===== src/rtl/fighter_pkg.sv =====
// Shared game-logic definitions: vertical motion states, screen geometry,
// and a saturating helper that maps a signed position onto the 7-bit screen.
package fighter_pkg;

    typedef enum logic {
        GROUND = 1'b0,
        AIR    = 1'b1
    } vstate_t;

    localparam int unsigned SCREEN_W = 96;
    localparam int unsigned SPRITE_W = 16;
    localparam int unsigned GROUND_Y = 40;

    // Saturate a signed 9-bit coordinate into [0, hi].
    function automatic logic [6:0] clamp_pos(input logic signed [8:0] v,
                                             input logic signed [8:0] hi);
        logic [6:0] r;
        if (v < 9'sd0) begin
            r = '0;
        end else if (v > hi) begin
            r = hi[6:0];
        end else begin
            r = v[6:0];
        end
        return r;
    endfunction

endpackage


===== src/rtl/frame_tick_gen.sv =====
// Free-running divider that pulses tick for one clk cycle every TICK_DIV cycles.
module frame_tick_gen #(
    parameter int TICK_DIV = 1_000_000
) (
    input  logic clk,
    input  logic reset,
    output logic tick
);

    localparam int unsigned CW = (TICK_DIV > 1) ? $clog2(TICK_DIV) : 1;

    logic [CW-1:0] cnt_q;

    assign tick = (cnt_q == CW'(TICK_DIV - 1));

    always_ff @(posedge clk or posedge reset) begin
        if (reset) begin
            cnt_q <= '0;
        end else if (tick) begin
            cnt_q <= '0;
        end else begin
            cnt_q <= cnt_q + CW'(1);
        end
    end

endmodule


===== src/rtl/fighter_motion_ctrl.sv =====
// Per-fighter motion controller: walking with wall and gap limits, jump with
// gravity, and hit knockback, all advanced once per frame tick.
module fighter_motion_ctrl #(
    parameter int TICK_DIV  = 1_000_000,
    parameter int SCREEN_W  = fighter_pkg::SCREEN_W,
    parameter int SPRITE_W  = fighter_pkg::SPRITE_W,
    parameter int GROUND_Y  = fighter_pkg::GROUND_Y,
    parameter int START_X   = 10,
    parameter int WALK_STEP = 1,
    parameter int JUMP_V0   = 6,
    parameter int GRAVITY   = 1,
    parameter int MIN_GAP   = 16,
    parameter int KB_STEP   = 2,
    parameter int KB_TICKS  = 4
) (
    input  logic       clk,
    input  logic       reset,
    input  logic       btn_left,
    input  logic       btn_right,
    input  logic       btn_jump,
    input  logic       hit,
    input  logic       facing_right,
    input  logic [6:0] other_x,
    output logic [6:0] sprite_x,
    output logic [6:0] sprite_y,
    output logic       airborne,
    output logic       in_knockback
);

    import fighter_pkg::vstate_t;
    import fighter_pkg::GROUND;
    import fighter_pkg::AIR;
    import fighter_pkg::clamp_pos;

    localparam int unsigned KW = (KB_TICKS > 0) ? $clog2(KB_TICKS + 1) : 1;

    localparam logic signed [8:0] XMAX    = 9'(SCREEN_W - SPRITE_W);
    localparam logic signed [8:0] YMAX    = 9'sd127;
    localparam logic signed [8:0] GY      = 9'(GROUND_Y);
    localparam logic signed [8:0] WALK_D  = 9'(WALK_STEP);
    localparam logic signed [8:0] KB_D    = 9'(KB_STEP);
    localparam logic signed [8:0] GAP_D   = 9'(MIN_GAP);
    localparam logic signed [5:0] VY_G    = 6'(GRAVITY);
    localparam logic signed [5:0] VY_JUMP = 6'(GRAVITY - JUMP_V0);

    logic                 tick;
    vstate_t              vst_q, vst_nx;
    logic signed [5:0]    vy_q, vy_nx;
    logic [KW-1:0]        kb_q, kb_eff, kb_nx;
    logic                 hit_pend_q;
    logic                 hit_now;
    logic [6:0]           x_nx, y_nx, step_x;
    logic signed [8:0]    xs, os, ys, cand, step_s, ny;
    logic                 blocked;

    frame_tick_gen #(
        .TICK_DIV (TICK_DIV)
    ) u_tick (
        .clk   (clk),
        .reset (reset),
        .tick  (tick)
    );

    // Next horizontal position: knockback overrides walking.
    always_comb begin
        hit_now = hit | hit_pend_q;
        xs      = $signed({2'b00, sprite_x});
        os      = $signed({2'b00, other_x});
        kb_eff  = hit_now ? KW'(KB_TICKS) : kb_q;
        kb_nx   = kb_eff;
        x_nx    = sprite_x;
        cand    = '0;
        step_x  = '0;
        step_s  = '0;
        blocked = 1'b0;
        if (kb_eff != '0) begin
            cand  = facing_right ? (xs - KB_D) : (xs + KB_D);
            x_nx  = clamp_pos(cand, XMAX);
            kb_nx = kb_eff - KW'(1);
        end else if (btn_left ^ btn_right) begin
            cand    = btn_right ? (xs + WALK_D) : (xs - WALK_D);
            step_x  = clamp_pos(cand, XMAX);
            step_s  = $signed({2'b00, step_x});
            blocked = btn_right ? ((os > xs) && (step_s > (os - GAP_D)))
                                : ((os < xs) && (step_s < (os + GAP_D)));
            if (!blocked) begin
                x_nx = step_x;
            end
        end
    end

    // Next vertical state: jump launch from ground, ballistic arc in the air.
    always_comb begin
        ys     = $signed({2'b00, sprite_y});
        ny     = '0;
        vst_nx = vst_q;
        y_nx   = sprite_y;
        vy_nx  = vy_q;
        if (vst_q == GROUND) begin
            if (btn_jump) begin
                y_nx   = 7'(GROUND_Y - JUMP_V0);
                vy_nx  = VY_JUMP;
                vst_nx = AIR;
            end
        end else begin
            ny = ys + $signed({{3{vy_q[5]}}, vy_q});
            if (ny >= GY) begin
                y_nx   = 7'(GROUND_Y);
                vy_nx  = '0;
                vst_nx = GROUND;
            end else begin
                y_nx  = clamp_pos(ny, YMAX);
                vy_nx = vy_q + VY_G;
            end
        end
    end

    always_ff @(posedge clk or posedge reset) begin
        if (reset) begin
            sprite_x     <= 7'(START_X);
            sprite_y     <= 7'(GROUND_Y);
            vy_q         <= '0;
            vst_q        <= GROUND;
            kb_q         <= '0;
            hit_pend_q   <= 1'b0;
            airborne     <= 1'b0;
            in_knockback <= 1'b0;
        end else if (tick) begin
            sprite_x     <= x_nx;
            sprite_y     <= y_nx;
            vy_q         <= vy_nx;
            vst_q        <= vst_nx;
            kb_q         <= kb_nx;
            hit_pend_q   <= 1'b0;
            airborne     <= (vst_nx == AIR);
            in_knockback <= (kb_nx != '0);
        end else if (hit) begin
            hit_pend_q <= 1'b1;
        end
    end

endmodule


===== config.mk =====
export PLATFORM = sky130hd
export DESIGN_NAME = fighter_motion_ctrl
export DESIGN_NICKNAME = d
export VERILOG_FILES = /design/src/rtl/fighter_pkg.sv /design/src/rtl/frame_tick_gen.sv /design/src/rtl/fighter_motion_ctrl.sv
export SDC_FILE = /design/constraint.sdc
export NUM_CORES = 1
export LEC_CHECK = 0
export ABC_AREA = 1
export CAP_MARGIN = 0
export CORE_MARGIN = 3
export CORE_UTILIZATION = 55
export DETAILED_ROUTE_END_ITERATION = 16
export PLACE_DENSITY = 0.76
export SYNTH_ARGS = -nofsm -noshare
export SYNTH_HDL_FRONTEND = slang
export SYNTH_SLANG_ARGS = --single-unit

===== constraint.sdc =====
create_clock -name clk -period 5.8 [get_ports clk]
set_clock_uncertainty 0.15 [all_clocks]
set_input_delay 1.45 -clock clk [delete_from_list [all_inputs] [get_ports clk]]
set_output_delay 1.45 -clock clk [all_outputs]
set_load 0.005 [all_outputs]

# == After elaboration in Yosys (flattened, before gate mapping) ==
# Index checks and enable logic that the tools add are counted.
# totals
register_bits,46
input_bits,14
# op_classes
add_sub_neg,10
order_cmp,11
n_eq_ne,2
n_mux,28
n_bitwise,2
reduce_logical,9
# ops
cell,count
two-way mux 7 bit,14
"> comparator 9 x 8 -> 1 bit, second input constant",3
"less-than comparator 9 x 1 -> 1 bit, second input constant",3
"adder 20 x 1 -> 20 bit, second input constant",1
"== test 20 bit, second input constant",1
two-way mux 20 bit,1
two-way mux 6 bit,3
two-way mux 9 bit,2
adder 8 x 6 -> 9 bit,1
">= comparator 9 x 7 -> 1 bit, second input constant",1
"adder 7 x 1 -> 8 bit, second input constant",1
"adder 7 x 2 -> 8 bit, second input constant",1
"adder 7 x 5 -> 8 bit, second input constant",1
> comparator 8 bit,1
less-than comparator 7 x 8 -> 1 bit,1
"subtractor 7 x 1 -> 8 bit, second input constant",1
"subtractor 7 x 2 -> 8 bit, second input constant",1
"subtractor 7 x 5 -> 8 bit, second input constant",1
> comparator 7 bit,1
less-than comparator 7 bit,1
"adder 6 x 2 -> 6 bit, second input constant",1
two-way mux 1 bit,6
two-way mux 3 bit,2
nonzero test 2 bit,3
other kinds (8),10

# == Logic depth before layout (Yosys ltp) ==
# logic_depth
word_depth,13
depth_mapped,28
depth_no_buf,28

# == Modules after synthesis ==
# A second synthesis with hierarchy kept.
# unflattened
cells_unflattened,604
hier_area_um2,4186.5
# modules_own_cells
mod,n_inst,cells_each,area_each_um2,seq_area_each_um2
fighter_motion_ctrl,1,441,2977.9,655.6
frame_tick_gen,1,163,1208.7,500.5

# == Worst setup path before layout ==
# Ideal clock, no wire load.
# synth_path
path_type,input to register
start,in btn_right
end,reg sprite_x[4]
arrival_ns,3.578
required_ns,5.585
path_slack_ns,2.007
path_stages,26
path_buffers,1
path_cell_list,buf_4 inv_2 nand3_1 nand2_1 nand2_1 nand2_1 inv_1 nand2_1 nand2_1 nand2_1 nand2_1 nand2_1 nor2_1 ha_1 nand2_1 inv_1 nand2_1 nand2_1 nand2_1 nand3b_1 nand2_1 nand2_1 nand2_1 a21oi_1 nand2_1 nand2_1
# synth_via
elab_chain_cells,11
elab_cells_between_ends,19
classes_between,order compare: 4; eq/ne: 1; mux: 9; bitwise: 1; reduce/logical: 4
# synth_rtl
element,line,rtl
"start, declared",fighter_motion_ctrl.sv:19,"input logic btn_right,"
two-way mux 9 bit,fighter_motion_ctrl.sv:81,cand = btn_right ? (xs + WALK_D) : (xs - WALK_D);
> comparator 9 x 8 -> 1 bit,fighter_pkg.sv:20,end else if (v > hi) begin
two-way mux 7 bit,fighter_pkg.sv:20,
two-way mux 7 bit,fighter_pkg.sv:18,if (v < 9'sd0) begin
two-way mux 7 bit,fighter_motion_ctrl.sv:80,end else if (btn_left ^ btn_right) begin
two-way mux 7 bit,fighter_motion_ctrl.sv:76,if (kb_eff != '0) begin
less-than comparator 7 x 8 -> 1 bit / > comparator 8 bit (equally long branches),"fighter_motion_ctrl.sv:85, fighter_motion_ctrl.sv:84",
logical AND 1 bit (on tied branches),"fighter_motion_ctrl.sv:85, fighter_motion_ctrl.sv:84",
two-way mux 1 bit,fighter_motion_ctrl.sv:84,blocked = btn_right ? ((os > xs) && (step_s > (os - GAP_D)))
inequality test 2 bit (no line),n/a,
AND reduction 3 bit (no line),n/a,
"end signal, assigned",fighter_motion_ctrl.sv:120,sprite_x <= 7'(START_X);
"end signal, assigned",fighter_motion_ctrl.sv:129,sprite_x <= x_nx;
"end, declared",fighter_motion_ctrl.sv:24,"output logic [6:0] sprite_x,"
# Several ways; a longest one is shown, not always the timed one. The select of a mux whose other input is x is not followed.
# A chain may end at the register's enable or synchronous reset.

# == Worst setup path after layout ==
# layout_path
start,in btn_right
end,reg sprite_x[6]
# The elaborated chain is that of the path after synthesis.

==> summary.txt <==
Critical path
  – Critical Path End Type: register
  – Crit Path Max Fanout: 10
  – Critical Path End: sprite_x[6]
  – CP arrival: 4720 ps
  – R2R depth: 23
  – CP Data Required Time: 5890 ps
  – RR Endpoint: sprite_x[6]
  – Launch point of the worst reg-to-reg path: sprite_x[1]
  – CP startpoint: btn_right
  – CP Launch Type: primary input
  – Reg2Reg Setup Slack: 2120 ps
  – Setup CP Type: primary input to register

Clock tree
  – Resize count post-CTS: 0
  – Clk pin slew, worst setup/hold paths: 90 ps
  – CTS max path bufs: 2
  – H-tree depth: 2
  – Sink Count: 46
  – Clock root buffer: clkbuf_8
  – TritonCTS clock tree: yes
  – Insertion delay to the later sink of the worst-skew pair: 300 ps
  – Post CTS Setup Buffer Count: 0
  – Num CTS Buffers: 5
  – Post-CTS Hold Fix Bufs: 0

Route
  – Detailed Routing Iterations Pass 1: 5
  – Initial DRC Count: 249
  – Average wire per standard cell: 12.83 um
  – DRC: 0
  – Total wire length: 9.202 mm
  – DRT antenna net count: 0
  – DR vias/cell: 5.304
  – Total number of vias: 3803

STA
  – Final count of hold timing violations: 0
  – Setup violators final: 0
  – Max Slew Vio Count: 0
  – Setup TNS: 0 ps
  – F_max: 216.2 MHz
  – Final period util: 79.74%
  – Relative slew slack: 37.65%
  – Setup WS post-layout: 1175 ps
  – RSZ-0062 raised after global routing: false
  – Final Critical Period: 4625 ps
  – Worst slew pin tran: 934.0 ps

Floorplanning
  – FP Rows: 30
  – Core Footprint: 6869 um^2
  – Starting Density: 57.65%
  – Die width: 90.86 um
  – DIE AREA: 8255 um^2
  – Die Y: 90.86 um
  – Num ports: 30

Power
  – Leakage: 2.337 nW
  – VDD IR-drop max: 0.0001047 V
  – Seq pwr share: 53.0%
  – Int Pwr: 0.4431 mW
  – Switching Share: 27.44%
  – Clock power frac: 31.9%
  – Net Switching: 0.1676 mW
  – Combinational Power Share: 15.1%
  – Pwr per Cell Area: 137.9 nW/um^2

Yosys
  – Synthesized area per cell: 6.712 um^2
  – Register bit count reported by yosys: 46
  – Sequential area share after synthesis: 29.19%
  – Netlist Area Pre-Place: 3960 um^2
  – Predominant post-synthesis flop cell: dfrtp_1
  – Warning count from the yosys run: 0
  – Post-synth ARST share: 100.0%
  – EDFF count, synth: 0
  – Cell count after synthesis: 590
  – Synth unique cells: 38
  – Post-Synthesis Net Count: 642

Cells and area
  – Fraction of layout instances using a drive strength above 1: 4.670%
  – Multi-input logic area: 2447 um^2
  – Area growth from synthesis to layout: 11.79%
  – Ant diodes: 0
  – Commonest cells after routing, fill and taps aside: nand2_1 (188), inv_1 (84), nand3_1 (52)
  – Most common cell after layout, fill and taps aside: nand2_1
  – Fillers: 662
  – Post-route design area: 4427 um^2
  – Register area: 1156 um^2
  – Nets@finish: 672

GRT
  – Tot GR Track Use: 22.60%
  – Vias in the first global route: 3512
  – Initial antenna violation count: 0
  – First-pass GRT wire length: 15.65 mm
  – Largest net degree at the start of global routing: 47
  – Global route overflow: 0

Place
  – HPWL after DPL: 7.195 mm
  – Setup Slack @ Placement: 939.4 ps
  – Port Buffer Count: 29
  – Area after DPL: 4340 um^2
  – RePlAce Congestion: 0.9968

Run
  – Maxcap violations: 0

Outcome
  – Status: complete, no violations

Min path
  – Worst hold path class: register to register
==> metrics by stage <==
| step | total power [mW] | std cells | hold WS, ps | util, % |
|---|---|---|---|---|
| 4_1_cts | 0.6175 | 717 | 306.8 | 64.44 |
| 3_3_place_gp | 0.4189 | 709 | 285.4 | 63.19 |
| 6_report | 0.6106 | 717 | 305.1 | 64.44 |
| 3_5_place_dp | 0.4213 | 709 | 294.7 | 63.19 |
| 5_1_grt | 0.6423 | 717 | 342.7 | 64.44 |
| 2_1_floorplan | 0.3935 | 590 | 273.9 | - |
==> worst min-delay path by stage <==
stage | depth (start not counted) | to | slack [ps] | startpoint
2_1_floorplan | 1 | u_tick.cnt_q[0] | 270 | u_tick.cnt_q[0]
3_3_place_gp | 1 | u_tick.cnt_q[0] | 290 | u_tick.cnt_q[0]
3_5_place_dp | 1 | u_tick.cnt_q[0] | 290 | u_tick.cnt_q[0]
4_1_cts | 1 | u_tick.cnt_q[0] | 310 | u_tick.cnt_q[0]
5_1_grt | 1 | u_tick.cnt_q[0] | 340 | u_tick.cnt_q[0]
6_report | 1 | u_tick.cnt_q[0] | 310 | u_tick.cnt_q[0]
==> worst max-delay path: stages <==
cell	delay [ps]
clkdlybuf4s50_1	730
inv_2	160
nand3_1	180
nand2_1	70
nand2_1	60
nand2_1	50
inv_1	100
nand2_1	60
nand2_1	60
nand2_1	50
nand2_1	150
nand2_1	110
nor2_1	140
ha_1	250
nand2_1	70
inv_1	50
nand2_1	60
nand2_1	60
nand2_1	60
nand2_1	70
nand4_1	90
nand2_1	80
a21oi_1	380
nand2_1	100
nand2_1	70
==> sequential cells by signal, summed over array words and instances, names as in the netlist <==
name	count
in_knockback	1
hit_pend_q	1
vy_q	6
vst_q	1
kb_q	3
u_tick.cnt_q	20
sprite_x	7
sprite_y	7
==> cell usage after synthesis, drive strengths merged, types with 3 or more instances <==
master	count	area (um^2)
inv	87	326.6
or2	4	25.03
dfrtp	42	1051
a21oi	24	120.1
xor2	15	138.9
o21ai	26	130.1
nand4	12	75.07
nor4	4	25.02
buf	3	17.52
dfstp	4	105.1
nand2	190	718.2
ha	37	462.9
nor3	11	55.05
clkbuf	3	12.51
nand3b	4	30.03
nand3	54	280.3
xnor2	8	70.07
nor2	52	225.2
==> power by group through the flow <==
stage               registers, mW  clock network (mW)  logic (mW)
finish                      0.324               0.195      0.0920
global route                0.324               0.213       0.105
CTS                         0.324               0.202      0.0921
detailed placement          0.330                   0      0.0914
global placement            0.330                   0      0.0890
floorplan                   0.329                   0      0.0641
==> kinds of logic after synthesis <==
| family | count (synthesis) | synth area share [%] |
|---|---|---|
| AND/OR/NAND/NOR | 333 | 36.65 |
| buffers and inverters | 93 | 9.005 |
| AO/OA/AOI/OAI | 57 | 7.678 |
| flip-flops | 46 | 29.19 |
| adder cells (fa/ha/maj) | 38 | 12.20 |
| XOR/XNOR | 23 | 5.277 |
==> area by class of cell <==
type / instances / area share (%)
multi-input cells: 451 / 55.29
inverters: 87 / 7.377
well taps: 96 / 2.713
clock buffers: 6 / 1.639
repair buffers: 29 / 6.557
flip-flops and latches: 46 / 26.12
clock inverters: 2 / 0.3109
==> layer usage <==
metal	part of all wire (%)	GRT usage (%)	wire length, um
met4	1.4	5.528	127
met5	0	0	0
met1	48	31.86	4402
met2	46	36.50	4270
met3	4.4	3.417	401
No activity file was read; power rests on OpenSTA's default activity.
